$ cat config.mk
export PLATFORM = sky130hd
export DESIGN_NAME = eth_frame_tx
export DESIGN_NICKNAME = d
export VERILOG_FILES = /design/src/rtl/eth_pkg.sv /design/src/rtl/eth_tx_fifo.sv /design/src/rtl/eth_frame_tx.sv
export SDC_FILE = /design/constraint.sdc
export NUM_CORES = 1
export LEC_CHECK = 0
export CORE_ASPECT_RATIO = 1.4
export CORE_MARGIN = 2
export CORE_UTILIZATION = 55
export CTS_CLUSTER_DIAMETER = 40
export CTS_CLUSTER_SIZE = 20
export DETAILED_ROUTE_END_ITERATION = 10
export PLACE_DENSITY_LB_ADDON = 0.1
export SETUP_SLACK_MARGIN = 0.4
export SYNTH_ARGS = -nofsm -noshare
export SYNTH_HDL_FRONTEND = slang
export SYNTH_SLANG_ARGS = --single-unit
$ cat constraint.sdc
create_clock -name clk -period 7.62 [get_ports clk]
set_input_delay 2.286 -clock clk [delete_from_list [all_inputs] [get_ports clk]]
set_output_delay 2.286 -clock clk [all_outputs]
set_load 0.01 [all_outputs]
$ cat src/rtl/eth_pkg.sv
// eth_pkg: framing constants and generator state type shared by the frame transmit and receive blocks
package eth_pkg;
   localparam logic [7:0] PreambleOctet  = 8'hAA;
   localparam logic [7:0] SFDOctet       = 8'hAB;
   localparam int         PreambleLength = 7;
   localparam int         SFDLength      = 1;
   localparam int         MACLength      = 6;
   localparam int         PLLenLength    = 2;
   localparam int         FCSLength      = 4;
   typedef enum logic [3:0] {
      S_IDLE, S_PRE, S_SFD, S_DST, S_SRC, S_LEN, S_PL, S_FCS, S_GAP
   } tx_state_t;
endpackage

$ cat src/rtl/eth_tx_fifo.sv
// eth_tx_fifo: first-word-fall-through synchronous byte FIFO with occupancy count
module eth_tx_fifo #(
   parameter int DEPTH = 64
) (
   input  logic                       clk,
   input  logic                       rst_n,
   input  logic                       wr_en_i,
   input  logic [7:0]                 wr_data_i,
   input  logic                       rd_en_i,
   output logic [7:0]                 rd_data_o,
   output logic [$clog2(DEPTH):0]     count_o,
   output logic                       rdy_o
);
   localparam int AW = $clog2(DEPTH);
   logic [7:0]    mem_q [DEPTH];
   logic [AW-1:0] wr_ptr_q, rd_ptr_q;
   logic [AW:0]   count_q;
   logic          push, pop;
   assign rdy_o     = count_q != (AW+1)'(DEPTH);
   assign push      = wr_en_i && rdy_o;
   assign pop       = rd_en_i && count_q != '0;
   assign rd_data_o = mem_q[rd_ptr_q];
   assign count_o   = count_q;
   always_ff @(posedge clk) begin
      if (push) mem_q[wr_ptr_q] <= wr_data_i;
   end
   always_ff @(posedge clk) begin
      if (!rst_n) begin
         wr_ptr_q <= '0;
         rd_ptr_q <= '0;
         count_q  <= '0;
      end else begin
         wr_ptr_q <= push ? wr_ptr_q + 1'b1 : wr_ptr_q;
         rd_ptr_q <= pop ? rd_ptr_q + 1'b1 : rd_ptr_q;
         count_q  <= count_q + {{AW{1'b0}}, push} - {{AW{1'b0}}, pop};
      end
   end
endmodule

$ cat src/rtl/eth_frame_tx.sv
// eth_frame_tx: buffered Ethernet-style frame generator with LRC FCS and inter-frame gap
module eth_frame_tx
   import eth_pkg::*;
#(
   parameter logic [47:0] DEST_MAC_ADDR = 48'h00_0a_95_9d_68_16,
   parameter logic [47:0] SRC_MAC_ADDR  = 48'h02_00_00_00_00_01,
   parameter int          FIFO_DEPTH    = 64,
   parameter int          IFG_CYCLES    = 12
) (
   input  logic        clk,
   input  logic        rst_n,
   input  logic [7:0]  in_data,
   input  logic        in_vld,
   output logic        in_rdy,
   input  logic        tx_go,
   input  logic [15:0] tx_len,
   input  logic        rx_rdy,
   output logic [7:0]  data,
   output logic        start,
   output logic        busy,
   output logic        done,
   output logic        err
);
   localparam int CW = $clog2(FIFO_DEPTH) + 1;
   tx_state_t   state_q, state_d;
   logic [15:0] cnt_q, cnt_d, len_q, len_d, span;
   logic [7:0]  sum_q, sum_d, data_q, data_d, fifo_data;
   logic [5:0]  mac_sh;
   logic        start_q, start_d, busy_q, busy_d, done_q, done_d, err_q, err_d;
   logic        pop, last, in_lrc;
   logic [CW-1:0] fifo_cnt;
   eth_tx_fifo #(.DEPTH(FIFO_DEPTH)) u_fifo (
      .clk       (clk),
      .rst_n     (rst_n),
      .wr_en_i   (in_vld),
      .wr_data_i (in_data),
      .rd_en_i   (pop),
      .rd_data_o (fifo_data),
      .count_o   (fifo_cnt),
      .rdy_o     (in_rdy)
   );
   // outputs are computed from the next state so they appear registered in the cycle that state is entered
   always_comb begin
      span = state_q == S_PRE ? 16'(PreambleLength) :
             state_q == S_SFD ? 16'(SFDLength) :
             (state_q == S_DST || state_q == S_SRC) ? 16'(MACLength) :
             state_q == S_LEN ? 16'(PLLenLength) :
             state_q == S_PL  ? len_q :
             state_q == S_FCS ? 16'(FCSLength) : 16'(IFG_CYCLES);
      last    = cnt_q == span - 16'd1;
      state_d = state_q;
      cnt_d   = cnt_q + 16'd1;
      len_d   = len_q;
      err_d   = 1'b0;
      if (state_q == S_IDLE) begin
         cnt_d = '0;
         if (tx_go) begin
            if (tx_len == 16'd0 || tx_len > 16'(FIFO_DEPTH)) err_d = 1'b1;
            else if (rx_rdy && 16'(fifo_cnt) >= tx_len) begin
               state_d = S_PRE;
               len_d   = tx_len;
            end
         end
      end else if (last) begin
         cnt_d   = '0;
         state_d = state_q == S_GAP ? S_IDLE : tx_state_t'(state_q + 4'd1);
      end
      pop    = state_d == S_PL;
      mac_sh = {3'd5 - cnt_d[2:0], 3'b000};
      data_d = state_d == S_PRE ? PreambleOctet :
               state_d == S_SFD ? SFDOctet :
               state_d == S_DST ? 8'(DEST_MAC_ADDR >> mac_sh) :
               state_d == S_SRC ? 8'(SRC_MAC_ADDR >> mac_sh) :
               state_d == S_LEN ? (cnt_d[0] ? len_q[7:0] : len_q[15:8]) :
               state_d == S_PL  ? fifo_data :
               state_d == S_FCS ? ~sum_q + 8'd1 : 8'h00;
      in_lrc  = state_d == S_DST || state_d == S_SRC || state_d == S_LEN || state_d == S_PL;
      sum_d   = (state_q == S_IDLE ? 8'd0 : sum_q) + (in_lrc ? data_d : 8'd0);
      start_d = state_q == S_IDLE && state_d == S_PRE;
      done_d  = state_q != S_GAP && state_d == S_GAP;
      busy_d  = state_d != S_IDLE;
   end
   always_ff @(posedge clk) begin
      if (!rst_n) begin
         state_q <= S_IDLE;
         cnt_q   <= '0;
         len_q   <= '0;
         sum_q   <= '0;
         data_q  <= '0;
         start_q <= 1'b0;
         busy_q  <= 1'b0;
         done_q  <= 1'b0;
         err_q   <= 1'b0;
      end else begin
         state_q <= state_d;
         cnt_q   <= cnt_d;
         len_q   <= len_d;
         sum_q   <= sum_d;
         data_q  <= data_d;
         start_q <= start_d;
         busy_q  <= busy_d;
         done_q  <= done_d;
         err_q   <= err_d;
      end
   end
   assign data  = data_q;
   assign start = start_q;
   assign busy  = busy_q;
   assign done  = done_q;
   assign err   = err_q;
endmodule
==> flow_summary.toml <==
[drt]
ant_nets = 0
drc = 0
routed_via_density = 6.17
wl_per_cell_um = 26.8
num_vias = 13741
drt_wl_total_um = 59600
drtIter0Drc = 1052
firstDrtPassIters = 5

[die]
die_h_um = 258
die_area_sq_mm = 0.0479
coreArea_sq_mm = 0.0457
ioPinCount = 42
start_util = 0.554
rows = 93
die_w_um = 185

[critical_path]
cpPeakStageDelay_ps = 450
crit_slowest_cell = "clkdlybuf4s50_1"
critPathBufInv = 1
crit_type = "in2reg"
cp_cell_sequence = "clkdlybuf4s50_1 -> ha_1 -> nand2b_1 -> a21o_1 -> a21o_1 -> a21o_1 -> a21oi_1 -> o21ai_0 -> and4_1 -> a311o_1 -> a221oi_2 -> and2_1 -> o21ai_0 -> a21oi_1 -> ha_1 -> a21o_1 -> a21oi_1 -> o21bai_1 -> a21oi_1 -> o21bai_1 -> a21oi_1 -> xnor2_1 -> nand4_1 -> nor3b_2"
end_kind = "flop"
critical_path_required_ps = 8110
r2r_start = "state_q[0]$_SDFF_PN0_"
crit_path_max_fanout = 6
critPathLaunch = "tx_len[0]"
path_delay_family = "compound AO/OA/AOI/OAI gates"
crit_path_frequent_cell = "a21oi_1"
crit_path_start_kind = "input port"
crit_arrival_ps = 7190

[timing]
fin_setup_tns_ps = 0
rsz0062_at_grt = "no"
fmax_mhz = 149
drv_slew = 0
worst_pin_slew_ps = 1290
setup_violations = 0
hold_violations = 0
fin_skew_ps = 33.1
period_needed_ps = 6700
slew_headroom = 0.138
post-route-period-util = 0.879

[grt]
grt_max_degree = 65
grt_usage = 0.258
grt_pass1_wl_um = 89300
grt_overflow = 0
first_global_vias = 13891
antenna_found_initial = 1

[logic_synthesis]
synth_top_flop_cell = "edfxtp_1"
synth.cell_area_sq_mm = 0.0254
synth-seq-cells = 593
synth_warnings = 0
synth_cells = 1528
syn_avg_cell_area_sq_um = 16.6
synth_edf_count = 512
syn-num-nets = 1594
ys_types = 79
synth-seq-area-share = 0.670
async_flop_share = 0

[final_layout]
layout-drive-gt1-share = 0.201
final_common_cell = "edfxtp_1"
final_nets = 1628
synthToLayoutAreaGrowth_pct = 11.7
diodes = 0
fillers = 3357
final_core_util = 0.619
layout_common_cells = "edfxtp_1 (512), mux4_2 (168), nor2_1 (143), dfxtp_1 (78), nand2_1 (59)"

[clock_network]
cts_buffers = 55
clock_path_buffers = 3
tritoncts = "yes"
clock-sinks = 593
cts-htree-levels = 2
clock_latency_ps = 630
path_clk_slew_ps = 70
ctsHoldBuffers = 0
cts_root_buf = "clkbuf_16"

[placed_design]
post-dp-hpwl_um = 38700
gp_congestion = 0.908
io_buffers = 41

[pwr]
power.switching_mw = 1.51
power.leakage_nw = 8.95
ir_worst_vdd_mv = 0.216
p_int_mw = 5.24
switching_share = 0.224
power_frac_comb = 0.042
pwr-share-clk = 0.428
powerDensity_mw_per_mm2 = 238
power_mw = 6.74
p_seq_frac = 0.530

[hold_path]
min_from = "u_fifo.rd_ptr_q[5]$_SDFFE_PN0P_"
hp-class = "reg2reg"

[run]
cap_violations = 0

[run_status]
status = "completed"
[state kept, by name, summed over array words and instances (netlist names), named ones only]
register	cells
done	1
start	1
err	1
u_fifo.mem_q	512
state_q	4
u_fifo.count_o	7
u_fifo.rd_ptr_q	6
data	8
len_q	16
sum_q	8
u_fifo.wr_ptr_q	6
busy	1
cnt_q	16
[synth_stat cells, drive strengths merged (15+ instances only)]
library cell / n / area, sq um
a21oi: 43 / 215
and2: 20 / 128
and3: 16 / 100
buf: 38 / 169
clkbuf: 56 / 210
dfxtp: 81 / 1620
edfxtp: 512 / 15400
ha: 35 / 438
inv: 38 / 143
mux2i: 17 / 170
mux4: 168 / 3780
nand2: 59 / 221
nand3: 24 / 120
nand4: 15 / 93.8
nor2: 144 / 541
nor3: 26 / 135
o21ai: 24 / 120
xnor2: 35 / 307
xor2: 22 / 193
[worst min-delay path: stages (launching register included)]
cell and delay (ps):
dfxtp_1 300, nand2_1 50, mux2i_1 80
[layer usage]
metal	vias up	track usage	routed length, um
met3	115	0.0347	2700
met4	0	0.0811	1880
met2	432	0.479	33000
met5	-	0	0
met1	7090	0.309	22000
li1	6104	-	-
[metrics by stage]
| stage | std cells | setup WS (ps) | area [sq um] | hold slack, ps |
|---|---|---|---|---|
| 2_1_floorplan | 1528 | 972 | 25400 | 443 |
| 3_3_place_gp | 2120 | 357 | 26400 | 471 |
| 3_5_place_dp | 2120 | 271 | 26400 | 488 |
| 4_1_cts | 2224 | 862 | 28300 | 496 |
| 5_1_grt | 2226 | 437 | 28300 | 510 |
| 6_report | 2226 | 918 | 28300 | 483 |
[area by class of cell]
type,count,area (sq um),share of cell area
flip-flops and latches,593,17000,0.600
multi-input cells,802,7850,0.277
clock buffers,59,1410,0.0499
well taps,617,772,0.0273
repair buffers,71,633,0.0223
clock inverters,45,509,0.0180
inverters,39,146,0.00517
[repair_timing]
action / 4_1_cts / 5_1_grt
endpoints found under the setup margin: 0 / 2
buffers inserted: 0 / 2
gates resized for setup: 0 / 4
[power groups by stage]
stage               sequential (mW)  combinational (mW)  clock (mW)
floorplan                      3.64               0.170           0
global placement               3.65               0.279           0
detailed placement             3.65               0.287           0
CTS                            3.58               0.289        2.93
global route                   3.58               0.318        3.05
finish                         3.57               0.284        2.89
[path summary, 6_finish.rpt]
check	to	slack, ps	depth (start not counted)
worst max register to register	sum_q[7]$_SDFF_PN0_	920	30
worst min register to register	flop	480	2
worst max-delay path	sum_q[7]$_SDFF_PN0_	920	24
worst min-delay path	flop	480	2
[cells by family (layout without fill, tap and decap cells)]
kind of cell	after synthesis	after routing	synth area share
xor gates and xnor gates	57	57	0.0197
DFF	593	593	0.670
and+or+nand+nor	372	372	0.0736
muxes	186	186	0.156
adders and majority gates	37	37	0.0189
buffers and inverters	133	214	0.0207
AOI/OAI and AO/OA	150	150	0.0404
Note: power is estimated with default switching activity, not from simulation.
